==> config.mk <==
export PLATFORM = sky130hd
export DESIGN_NAME = pipe_ctrl
export DESIGN_NICKNAME = d
export VERILOG_FILES = /design/src/rtl/pipe_ctrl.sv
export SDC_FILE = /design/constraint.sdc
export NUM_CORES = 1
export LEC_CHECK = 0
export ABC_AREA = 0
export BUFFER_PORTS_ARGS = -buffer_cell sky130_fd_sc_hd__buf_2
export CORE_ASPECT_RATIO = 1.1
export CORE_MARGIN = 10
export CORE_UTILIZATION = 53
export DETAILED_ROUTE_END_ITERATION = 7
export PLACE_DENSITY = 0.86
export SLEW_MARGIN = 20
export SYNTH_ARGS = -nofsm -noshare
export SYNTH_HDL_FRONTEND = slang
export SYNTH_SLANG_ARGS = --single-unit
==> constraint.sdc <==
create_clock -name clk -period 2.1 [get_ports clk]
set_input_delay 0.105 -clock clk [delete_from_list [all_inputs] [get_ports clk]]
set_output_delay 0.105 -clock clk [all_outputs]
set_load 0.05 [all_outputs]
==> src/rtl/pipe_ctrl.sv <==
// pipe_ctrl: central stall/flush controller for the five-stage pipeline.
// Resolves stall requests by priority (MEM > EX > ID > IF) and produces the
// per-stage hold vector, if_id/id_ex bubbles, the branch flush and the PC
// redirect.
// When a taken branch arrives while an instruction fetch is still in flight,
// the redirect is held back in REDIR_WAIT until the stale fetch has returned
// and been discarded.
// Optional feature macro: PIPE_CTRL_PERF_EN adds stall-cycle and flush
// performance counters.
module pipe_ctrl (
    input  logic        clk,
    input  logic        rst,
    input  logic        if_stall_req,
    input  logic        id_stall_req,
    input  logic        ex_stall_req,
    input  logic        mem_stall_req,
    input  logic        ex_branch_taken,
    input  logic [31:0] ex_branch_target,
    output logic [4:0]  stall,
    output logic        if_id_bubble,
    output logic        id_ex_bubble,
    output logic        branch_interception,
    output logic        if_discard,
    output logic        pc_redirect,
    output logic [31:0] pc_target
`ifdef PIPE_CTRL_PERF_EN
    ,
    output logic [31:0] perf_stall_cycles,
    output logic [31:0] perf_flush_count
`endif
);

    typedef enum logic {
        RUN        = 1'b0,
        REDIR_WAIT = 1'b1
    } state_t;

    state_t      state_q;
    state_t      state_d;
    logic [31:0] target_q;
    logic [31:0] target_d;
    logic        branchAccept;

    // State and deferred-target registers; reset returns to RUN with no pending target
    always_ff @(posedge clk) begin
        if (rst) begin
            state_q  <= RUN;
            target_q <= 32'd0;
        end else begin
            state_q  <= state_d;
            target_q <= target_d;
        end
    end

    // Next-state and all control outputs; everything is forced low while reset is held
    always_comb begin
        state_d             = state_q;
        target_d            = target_q;
        branchAccept        = 1'b0;
        stall               = 5'b00000;
        if_id_bubble        = 1'b0;
        id_ex_bubble        = 1'b0;
        branch_interception = 1'b0;
        if_discard          = 1'b0;
        pc_redirect         = 1'b0;
        pc_target           = 32'd0;

        if (!rst) begin
            unique case (state_q)
                RUN: begin
                    branchAccept = ex_branch_taken && !mem_stall_req && !ex_stall_req;
                    if (branchAccept) begin
                        branch_interception = 1'b1;
                        if (!if_stall_req) begin
                            pc_redirect = 1'b1;
                            pc_target   = ex_branch_target;
                        end else begin
                            target_d = ex_branch_target;
                            state_d  = REDIR_WAIT;
                        end
                    end else if (mem_stall_req) begin
                        stall = 5'b01111;
                    end else if (ex_stall_req) begin
                        stall = 5'b00111;
                    end else if (id_stall_req) begin
                        stall        = 5'b00011;
                        id_ex_bubble = 1'b1;
                    end else if (if_stall_req) begin
                        stall        = 5'b00001;
                        if_id_bubble = 1'b1;
                    end
                end
                REDIR_WAIT: begin
                    if_discard          = 1'b1;
                    branch_interception = 1'b1;
                    stall[0]            = 1'b1;
                    stall[3]            = mem_stall_req;
                    if (!if_stall_req) begin
                        pc_redirect = 1'b1;
                        pc_target   = target_q;
                        state_d     = RUN;
                    end
                end
                default: state_d = RUN;
            endcase
        end
    end

`ifdef PIPE_CTRL_PERF_EN
    logic [31:0] perfStall_q;
    logic [31:0] perfFlush_q;

    // Performance counters: cycles with any hold bit set, and accepted branches
    always_ff @(posedge clk) begin
        if (rst) begin
            perfStall_q <= 32'd0;
            perfFlush_q <= 32'd0;
        end else begin
            if (stall != 5'b00000) perfStall_q <= perfStall_q + 32'd1;
            if (branchAccept)      perfFlush_q <= perfFlush_q + 32'd1;
        end
    end

    assign perf_stall_cycles = perfStall_q;
    assign perf_flush_count  = perfFlush_q;
`endif

endmodule
==> impl_metrics.csv, run 1 <==
group,metric,value,unit
clock_tree,cts_sinks,33,
yosys,seq_area_frac_synth,31.5,%
yosys,synthesis.area,2090,sq um
cells_and_area,syn2layout_area_growth,21.2,%
clock_tree,clockBufferDepth,2,
yosys,async_reset_ff_share,0,%
cells_and_area,antenna_cells,0,
clock_tree,root_buffer,"clkbuf_8",
clock_tree,clk_pin_slew,70,ps
floorplan,die_h,85.9,microns
global_route,grt_max_degree,58,
setup_path,r2r-start,"state_q",
drt,wire_per_inst,14.2,microns
clock_tree,cts_tree,"built",
floorplan,core,3740,sq um
power_and_ir_drop,leakagePower,1.06,nW
yosys,yosys_warnings,0,
setup_path,crit_arrival,1630,ps
placement,post-place-ws,360,ps
floorplan,ioPinCount,81,
sta,finalCriticalPeriod,1730,ps
sta,fin_setup_tns,0,ps
power_and_ir_drop,powerDensity,530,nW/um^2
status,outcome,"complete, no violations",
yosys,synth_cells,235,
clock_tree,clk_latency,270,ps
setup_path,startpoint,"state_q",
global_route,grt.total_usage,14.7,%
power_and_ir_drop,ir_worst_vdd,0.000321,V
drt,drc,0,
yosys,synth-edff-count,0,
cells_and_area,fin_area,2540,sq um
setup_path,start_kind,"flop",
min_path,worstHoldStart,"ex_branch_target[29]",
floorplan,initial_core_util,56.0,%
drt,wl,5.06,mm
setup_path,critPathKind,"flop to output port",
global_route,grt_pass1_wl,8.44,mm
power_and_ir_drop,power,0.00135,W
floorplan,row_count,23,
cells_and_area,final_util,67.9,%
drt,viasPerCell,4.97,
power_and_ir_drop,intPower,0.000978,W
clock_tree,holdBufCountCts,0,
sta,final-hold-violation-count,0,
sta,fin_skew,3.16,ps
power_and_ir_drop,seq_power_share,48.1,%
drt,vias,1775,
sta,period_share,82.6,%
power_and_ir_drop,pwr-share-comb,18.9,%
placement,gp_congestion,0.722,
cells_and_area,drive_above_1_share,30.6,%
setup_path,crit_fanout,21,
yosys,synthDistinctLibCells,22,
placement,placed_cell_area,2460,sq um
floorplan,die_area,6870,sq um
clock_tree,post_cts_buffers,0,
global_route,grt_pass1_vias,1848,
global_route,grt_overflow,0,
cells_and_area,fin_nets,345,
setup_path,cp.required,2000,ps
sta,tightest_slew,944,ps
setup_path,endpoint_kind,"output port",
sta,rsz0062_at_grt,"no",
clock_tree,cts_inserted_buffers,5,
drt,postRouteAntennaNets,0,
min_path,hold_path.class,"primary input to flop",
global_route,antenna_found_initial,0,
sta,fmax,0.576,GHz
sta,setup-violations-final,0,
setup_path,r2r_slack,520,ps
sta,layout_setup_ws,365,ps
power_and_ir_drop,clockPowerShare,33.0,%
drt,first_pass_iters,4,
sta,maxSlewHeadroom,37.1,%
power_and_ir_drop,p_sw_share,27.3,%
yosys,syn_avg_cell_area,8.91,sq um
flow_run,cap_violations,0,
placement,dp_hpwl,3.84,mm
clock_tree,ctsResizeCount,0,
drt,drt_iter0_drc,70,
yosys,ys.flop_type,"dfxtp_1",
clock_tree,htreeDepth,2,
power_and_ir_drop,p_sw,0.000368,W
yosys,ys_seq_elements,33,
yosys,synth_nets,274,
placement,port_buffers,79,
sta,finalMaxSlewViolations,0,
floorplan,fp.dieW,79.9,microns
## per-layer routing
metal,GRT usage [%],vias to the layer above,part of all wire (%)
met3,7.83,2,11
met5,0,-,0
met2,24.4,57,48
met4,4.01,0,0.43
li1,-,909,-
met1,15.9,807,40
## cell type report
| class | count | area (sq um) |
|---|---|---|
| sequential | 33 | 662 |
| clock buffer | 8 | 80.1 |
| tap | 50 | 62.6 |
| timing repair buffer | 84 | 433 |
| inverter | 1 | 3.75 |
| multi-input combinational | 181 | 1300 |
| fill | 327 | 1200 |
## Yosys cell counts, drive strengths merged (2+ instances only)
library cell | n | share of area [%]
nor3b | 3 | 1.3
buf | 12 | 5.4
nor2 | 37 | 6.6
nor3 | 2 | 0.48
dfxtp | 33 | 32
mux2i | 64 | 31
clkbuf | 8 | 1.4
nand2b | 65 | 19
nor2b | 2 | 0.60
## worst paths after layout
path,end,cells past startpoint
max,if_id_bubble,5
min,target_q[29],3
max reg2reg,target_q[24],2
min reg2reg,target_q[20],2
## metrics by stage
| step | std cells | hold WS [ps] |
|---|---|---|
| final | 357 | 95.1 |
| after CTS | 357 | 88.1 |
| after global placement | 349 | 378 |
| after detailed placement | 349 | 387 |
| after global routing | 357 | 98.8 |
| after floorplan | 235 | 260 |
## power by group through the flow
stage	combinational [W]	sequential [W]	clock, W
2_1_floorplan	0.000185	0.000659	0
3_3_place_gp	0.000249	0.000661	0
3_5_place_dp	0.000255	0.000661	0
4_1_cts	0.000256	0.000648	0.000460
5_1_grt	0.000279	0.000649	0.000490
6_report	0.000254	0.000648	0.000444
## flip-flops by register name, indices dropped and copies added, names as in the netlist
register / cells
target_q: 32
state_q: 1
## cell usage in the layout, fill, tap and decap left out
| cell type | count |
|---|---|
| nand2_1 | 1 |
| inv_1 | 1 |
| buf_4 | 5 |
| dfxtp_2 | 1 |
| o21bai_1 | 1 |
| mux2i_1 | 64 |
| o21ai_2 | 1 |
| and3b_2 | 1 |
| nor3_1 | 2 |
| clkbuf_1 | 3 |
| buf_2 | 79 |
| nor3b_1 | 2 |
| nand2b_1 | 65 |
| nor3b_2 | 1 |
| nor2b_1 | 2 |
| nor4b_2 | 1 |
| clkbuf_8 | 5 |
| dfxtp_1 | 32 |
| a21oi_1 | 1 |
| nor2_1 | 37 |
| conb_1 | 1 |
| a21boi_0 | 1 |
## critical path, cell delays in order, from the launching register on
cell and delay [ps]:
dfxtp_2 340, buf_4 240, nor2_1 150, nand2_1 100, nor4b_2 220, buf_2 300
## cell families after synthesis
group	after synthesis	synth area share, %
buffers and inverters	21	7.05
AOI/OAI and AO/OA	4	1.19
muxes	64	30.6
DFF	33	31.5
and+or+nand+nor	112	29.4
other	1	0.179
(Power assumes the default switching activity.)
==> inputs of run 2 (changes only) <==
--- a/config.mk
+++ b/config.mk
@@ -5,13 +5,13 @@
 export SDC_FILE = /design/constraint.sdc
 export NUM_CORES = 1
 export LEC_CHECK = 0
-export ABC_AREA = 0
+export ABC_AREA = 1
 export BUFFER_PORTS_ARGS = -buffer_cell sky130_fd_sc_hd__buf_2
 export CORE_ASPECT_RATIO = 1.1
 export CORE_MARGIN = 10
-export CORE_UTILIZATION = 53
+export CORE_UTILIZATION = 45
 export DETAILED_ROUTE_END_ITERATION = 7
-export PLACE_DENSITY = 0.86
+export PLACE_DENSITY = 0.77
 export SLEW_MARGIN = 20
 export SYNTH_ARGS = -nofsm -noshare
 export SYNTH_HDL_FRONTEND = slang
==> constraint.sdc (replaced) <==
create_clock -name clk -period 1.55 [get_ports clk]
set_input_delay 0.0775 -clock clk [delete_from_list [all_inputs] [get_ports clk]]
set_output_delay 0.0775 -clock clk [all_outputs]
set_load 0.05 [all_outputs]
==> impl_metrics.csv, run 2 <==
group,metric,value,unit
status,outcome,"complete, no violations",
yosys,synth_top_family_by_area,"simple AND/OR/NAND/NOR gates",
clock_tree,root_buffer,"clkbuf_8",
min_path,worstHoldStart,"if_stall_req",
sta,finalCriticalPeriod,1490,ps
floorplan,fp.dieW,85.9,microns
sta,maxSlewHeadroom,65.2,%
yosys,synth_top_area_share,30.7,%
sta,setup-violations-final,0,
global_route,grt_pass1_wl,10.9,mm
sta,timing.hold.ws,76.7,ps
floorplan,die_h,92.5,microns
yosys,synth_cells,346,
yosys,ys_top_cells_by_area,"dfxtp_1 (31%), nand2_1 (17%), nor2_1 (12%)",
yosys,syn_avg_cell_area,6.22,sq um
yosys,synthDistinctLibCells,20,
sta,fin_skew,5.31,ps
power_and_ir_drop,leakagePower,1.49,nW
yosys,yosysTopAreaCell,"dfxtp_1",
yosys,synth_xor_area_share,0,%
global_route,grt_overflow,0,
cells_and_area,largestRegisters,"target_q: 32 flops, state_q: 1 flops",
sta,finalMaxSlewViolations,0,
clock_tree,clockBufferDepth,2,
power_and_ir_drop,powerDensity,692,nW/um^2
floorplan,ioPinCount,81,
yosys,ys_seq_elements,33,
cells_and_area,fillers,429,
yosys,synthesis.area,2150,sq um
drt,wire_per_inst,13.9,microns
setup_path,r2r-start,"state_q",
yosys,synth-edff-count,0,
clock_tree,clk_latency,280,ps
drt,drt_iter0_drc,127,
setup_path,endpoint_kind,"output port",
sta,tightest_slew,520,ps
yosys,synthTopCellsByCount,"nand2_1 (99), nor2_1 (71), inv_1 (36), dfxtp_1 (33), nand4_1 (32)",
flow_run,cap_violations,0,
cells_and_area,final_cell_mix,"nand2_1 (99), nor2_1 (70), buf_2 (49)",
clock_tree,holdBufCountCts,0,
yosys,ys.flop_type,"dfxtp_1",
drt,vias,2428,
cells_and_area,fin_nets,462,
global_route,grt.total_usage,16.3,%
drt,postRouteAntennaNets,0,
drt,wl,6.66,mm
setup_path,cp.required,1470,ps
placement,dp_hpwl,4.60,mm
placement,gp_congestion,0.845,
setup_path,crit_arrival,1420,ps
power_and_ir_drop,ir_worst_vdd,0.000625,V
sta,period_share,96.4,%
global_route,antenna_found_initial,0,
floorplan,die_area,7950,sq um
yosys,synth_nets,385,
setup_path,critPathKind,"flop to output port",
drt,drc,0,
cells_and_area,syn2layout_area_growth,38.9,%
cells_and_area,antenna_cells,0,
sta,fin_setup_tns,0,ps
floorplan,initial_core_util,46.2,%
yosys,synthMuxAreaShare,0,%
clock_tree,cts_inserted_buffers,5,
cells_and_area,final_util,64.2,%
min_path,hold_path.class,"primary input to flop",
setup_path,crit_fanout,5,
floorplan,row_count,26,
floorplan,core,4650,sq um
global_route,grt_pass1_vias,2418,
yosys,async_reset_ff_share,0,%
setup_path,startpoint,"state_q",
yosys,synth-compound-area-share,12.7,%
placement,port_buffers,79,
global_route,grt_max_degree,36,
clock_tree,clk_pin_slew,60,ps
drt,viasPerCell,5.06,
cells_and_area,mostFrequentLayoutCell,"nand2_1",
sta,fmax,0.669,GHz
clock_tree,cts_tree,"built",
yosys,seq_area_frac_synth,30.7,%
drt,first_pass_iters,4,
clock_tree,htreeDepth,2,
yosys,synthAdderAreaFrac,0,%
setup_path,start_kind,"flop",
cells_and_area,drive_above_1_share,34.9,%
yosys,synth_most_common_cell,"nand2_1",
yosys,yosys_warnings,0,
cells_and_area,top_register,"target_q",
clock_tree,cts_sinks,33,
cells_and_area,final_cells,480,
cells_and_area,largest_reg_flops,32,
sta,rsz0062_at_grt,"yes",
placement,place_inst,468,
setup_path,r2r_slack,250,ps
yosys,yosys.area_share.simple,42.8,%
sta,final-hold-violation-count,0,
-- run 2: layout make-up --
cell class / instances / area [sq um] / area share (%)
sequential: 33 / 664 / 22.2
clock inverter: 1 / 5.00 / 0.168
inverter: 39 / 151 / 5.07
timing repair buffer: 96 / 744 / 24.9
multi-input combinational: 248 / 1250 / 42.0
clock buffer: 7 / 96.3 / 3.23
tap: 56 / 70.1 / 2.35
-- run 2: report_power, final --
group	leakage [nW]	internal, W	switching (W)
Combinational	1.17	0.000161	0.000306
Clock	0.0542	0.000401	0.000306
Sequential	0.269	0.000876	0.0000154
Total	1.49	0.00144	0.000627
-- run 2: per-layer routing --
| layer | track usage (%) | vias to the layer above | wire length, microns |
|---|---|---|---|
| li1 | - | 1237 | - |
| met3 | 4.47 | 12 | 519 |
| met4 | 7.83 | 0 | 136 |
| met1 | 17.2 | 1087 | 2650 |
| met5 | 0 | - | 0 |
| met2 | 28.9 | 92 | 3360 |
-- run 2: path summary, 6_finish.rpt --
kind | depth (start not counted) | endpoint
max | 6 | pc_target[30]
min reg2reg | 2 | target_q[19]
min | 3 | state_q
max reg2reg | 7 | target_q[1]
-- run 2: what timing repair did --
action                                  CTS  global route
cloned                                    1             2
setup buffers                             1             0
gates resized for setup                  43            15
pin swaps                                 1             0
endpoints found under the setup margin   33            19
-- run 2: kinds of logic (layout without fill, tap and decap cells) --
logic type      count (synthesis)  after routing
other cells                     1              1
compound gates                 33             33
buf+inv                        66            143
simple gates                  213            214
flops                          33             33
-- run 2: critical path, cell delays in order (launching register included) --
cell and delay [ps]:
dfxtp_4 370, clkinv_4 80, nand2_8 90, nand2_8 90
clkbuf_16 200, a21oi_2 100, buf_4 200
-- run 2: per-stage QoR --
stage / worst slack [ps] / cell area (sq um) / power (W)
3_3_place_gp: 169 / 2630 / 0.00133
5_1_grt: 1.61 / 2990 / 0.00217
6_report: 55.9 / 2990 / 0.00207
4_1_cts: 10.9 / 2890 / 0.00207
2_1_floorplan: -83.0 / 2160 / 0.00120
3_5_place_dp: 141 / 2630 / 0.00134
==> inputs of run 3 (changes only) <==
--- a/config.mk
+++ b/config.mk
@@ -7,9 +7,10 @@
 export LEC_CHECK = 0
 export ABC_AREA = 1
 export BUFFER_PORTS_ARGS = -buffer_cell sky130_fd_sc_hd__buf_2
-export CORE_ASPECT_RATIO = 1.1
+export CORE_ASPECT_RATIO = 1.5
 export CORE_MARGIN = 10
 export CORE_UTILIZATION = 45
+export CTS_CLUSTER_DIAMETER = 150
 export DETAILED_ROUTE_END_ITERATION = 7
 export PLACE_DENSITY = 0.77
 export SLEW_MARGIN = 20
==> impl_metrics.csv, run 3 (synthesis results as in run 2) <==
group,metric,value,unit
floorplan,initial_core_util,47.0,%
clock_tree,cts_inserted_buffers,5,
sta,final-hold-violation-count,0,
drt,wire_per_inst,13.8,microns
clock_tree,htreeDepth,2,
cells_and_area,multi_input_area,1230,sq um
min_path,hold_path.class,"primary input to flop",
sta,finalMaxSlewViolations,0,
cells_and_area,regArea,662,sq um
floorplan,die_area,8000,sq um
global_route,antenna_found_initial,0,
power_and_ir_drop,powerDensity,683,nW/um^2
sta,fmax,0.658,GHz
setup_path,endpoint_kind,"output port",
setup_path,critPathKind,"flop to output port",
sta,rsz0062_at_grt,"yes",
sta,period_share,98.1,%
placement,post-place-ws,93.3,ps
clock_tree,clk_latency,280,ps
sta,setup-violations-final,0,
cells_and_area,largest_reg_flops,32,
power_and_ir_drop,ir_worst_vdd,0.000463,V
sta,fin_skew,4.69,ps
drt,drc,0,
power_and_ir_drop,power,0.00200,W
drt,wl,6.74,mm
floorplan,core,4580,sq um
sta,layout_setup_ws,30.1,ps
drt,first_pass_iters,5,
sta,finalCriticalPeriod,1520,ps
floorplan,row_count,30,
global_route,grt.total_usage,15.5,%
floorplan,die_h,105,microns
drt,postRouteAntennaNets,0,
global_route,grt_max_degree,36,
floorplan,fp.dieW,76.5,microns
cells_and_area,syn2layout_area_growth,36.0,%
cells_and_area,top_register,"target_q",
drt,vias,2464,
cells_and_area,final_util,63.9,%
cells_and_area,mostFrequentLayoutCell,"nand2_1",
cells_and_area,antenna_cells,0,
clock_tree,root_buffer,"clkbuf_8",
setup_path,crit_fanout,14,
cells_and_area,fillers,425,
status,outcome,"complete, no violations",
cells_and_area,largestRegisters,"target_q: 32 flops, state_q: 1 flops",
global_route,grt_pass1_vias,2419,
flow_run,cap_violations,0,
setup_path,crit_arrival,1440,ps
global_route,grt_pass1_wl,10.5,mm
power_and_ir_drop,leakagePower,1.47,nW
setup_path,start_kind,"flop",
clock_tree,cts_sinks,33,
placement,dp_hpwl,4.58,mm
placement,port_buffers,79,
cells_and_area,final_cell_mix,"nand2_1 (99), nor2_1 (70), buf_2 (46)",
floorplan,ioPinCount,81,
placement,gp_congestion,0.832,
clock_tree,clockBufferDepth,2,
drt,viasPerCell,5.03,
clock_tree,clk_pin_slew,60,ps
clock_tree,cts_tree,"built",
cells_and_area,drive_above_1_share,35.0,%
drt,drt_iter0_drc,223,
setup_path,cp.required,1470,ps
cells_and_area,fin_nets,465,
global_route,grt_overflow,0,
## run 3: cell count changes in the layout (fill, tap and decap cells not counted), moves of 2 or more
cell      change
clkbuf_4      -3
buf_4        +18
buf_6         -5
nand2_8       -2
buf_2         -3
## run 3: through the flow
stage                     TNS, ps  hold WS [ps]  std cells  cell area [sq um]
after floorplan              -249           203        346               2160
after global placement          0           370        478               2630
after detailed placement        0           374        478               2630
after CTS                       0          63.8        487               2810
after global routing         -134          72.7        490               2930
final                           0          73.7        490               2930
## run 3: what timing repair did
action	CTS	global route
hold buffers	0	0
pin swaps	0	1
resized for setup	30	26
setup buffers	2	2
setup endpoints to repair	33	34
cloned	0	1
## run 3: worst max-delay path, cell delays in order (launching register included)
cell and delay, ps:
dfxtp_2 330, clkinv_2 70, buf_4 110, buf_4 190
nand2_1 80, a21oi_2 180, buf_6 180
## run 3: path summary, 6_finish.rpt
path	startpoint	endpoint	slack, ps	cells past startpoint
setup / recovery	state_q	pc_target[6]	30	6
hold / removal	if_stall_req	state_q	70	3
setup reg to reg	state_q	target_q[18]	270	6
hold reg to reg	target_q[21]	target_q[21]	480	2
## run 3: layout make-up
type                       count  share of cell area, %
tap                           64                   2.74
multi-input combinational    247                   41.9
clock buffer                   7                   2.95
timing repair buffer         100                   24.7
sequential                    33                   22.6
inverter                      39                   5.05
## run 3: metal layers
| layer | global-route usage (%) | part of all wire [%] | vias up |
|---|---|---|---|
| met5 | 0 | 0 | - |
| met4 | 6.53 | 2.2 | 0 |
| met3 | 4.63 | 6.9 | 14 |
| met2 | 28.5 | 51 | 86 |
| met1 | 15.8 | 40 | 1128 |
| li1 | - | - | 1236 |
## run 3: where the power goes
group	internal [W]	switching, W
clock	0.000352	0.000296
combinational	0.000157	0.000301
sequential	0.000878	0.0000149
total	0.00139	0.000612
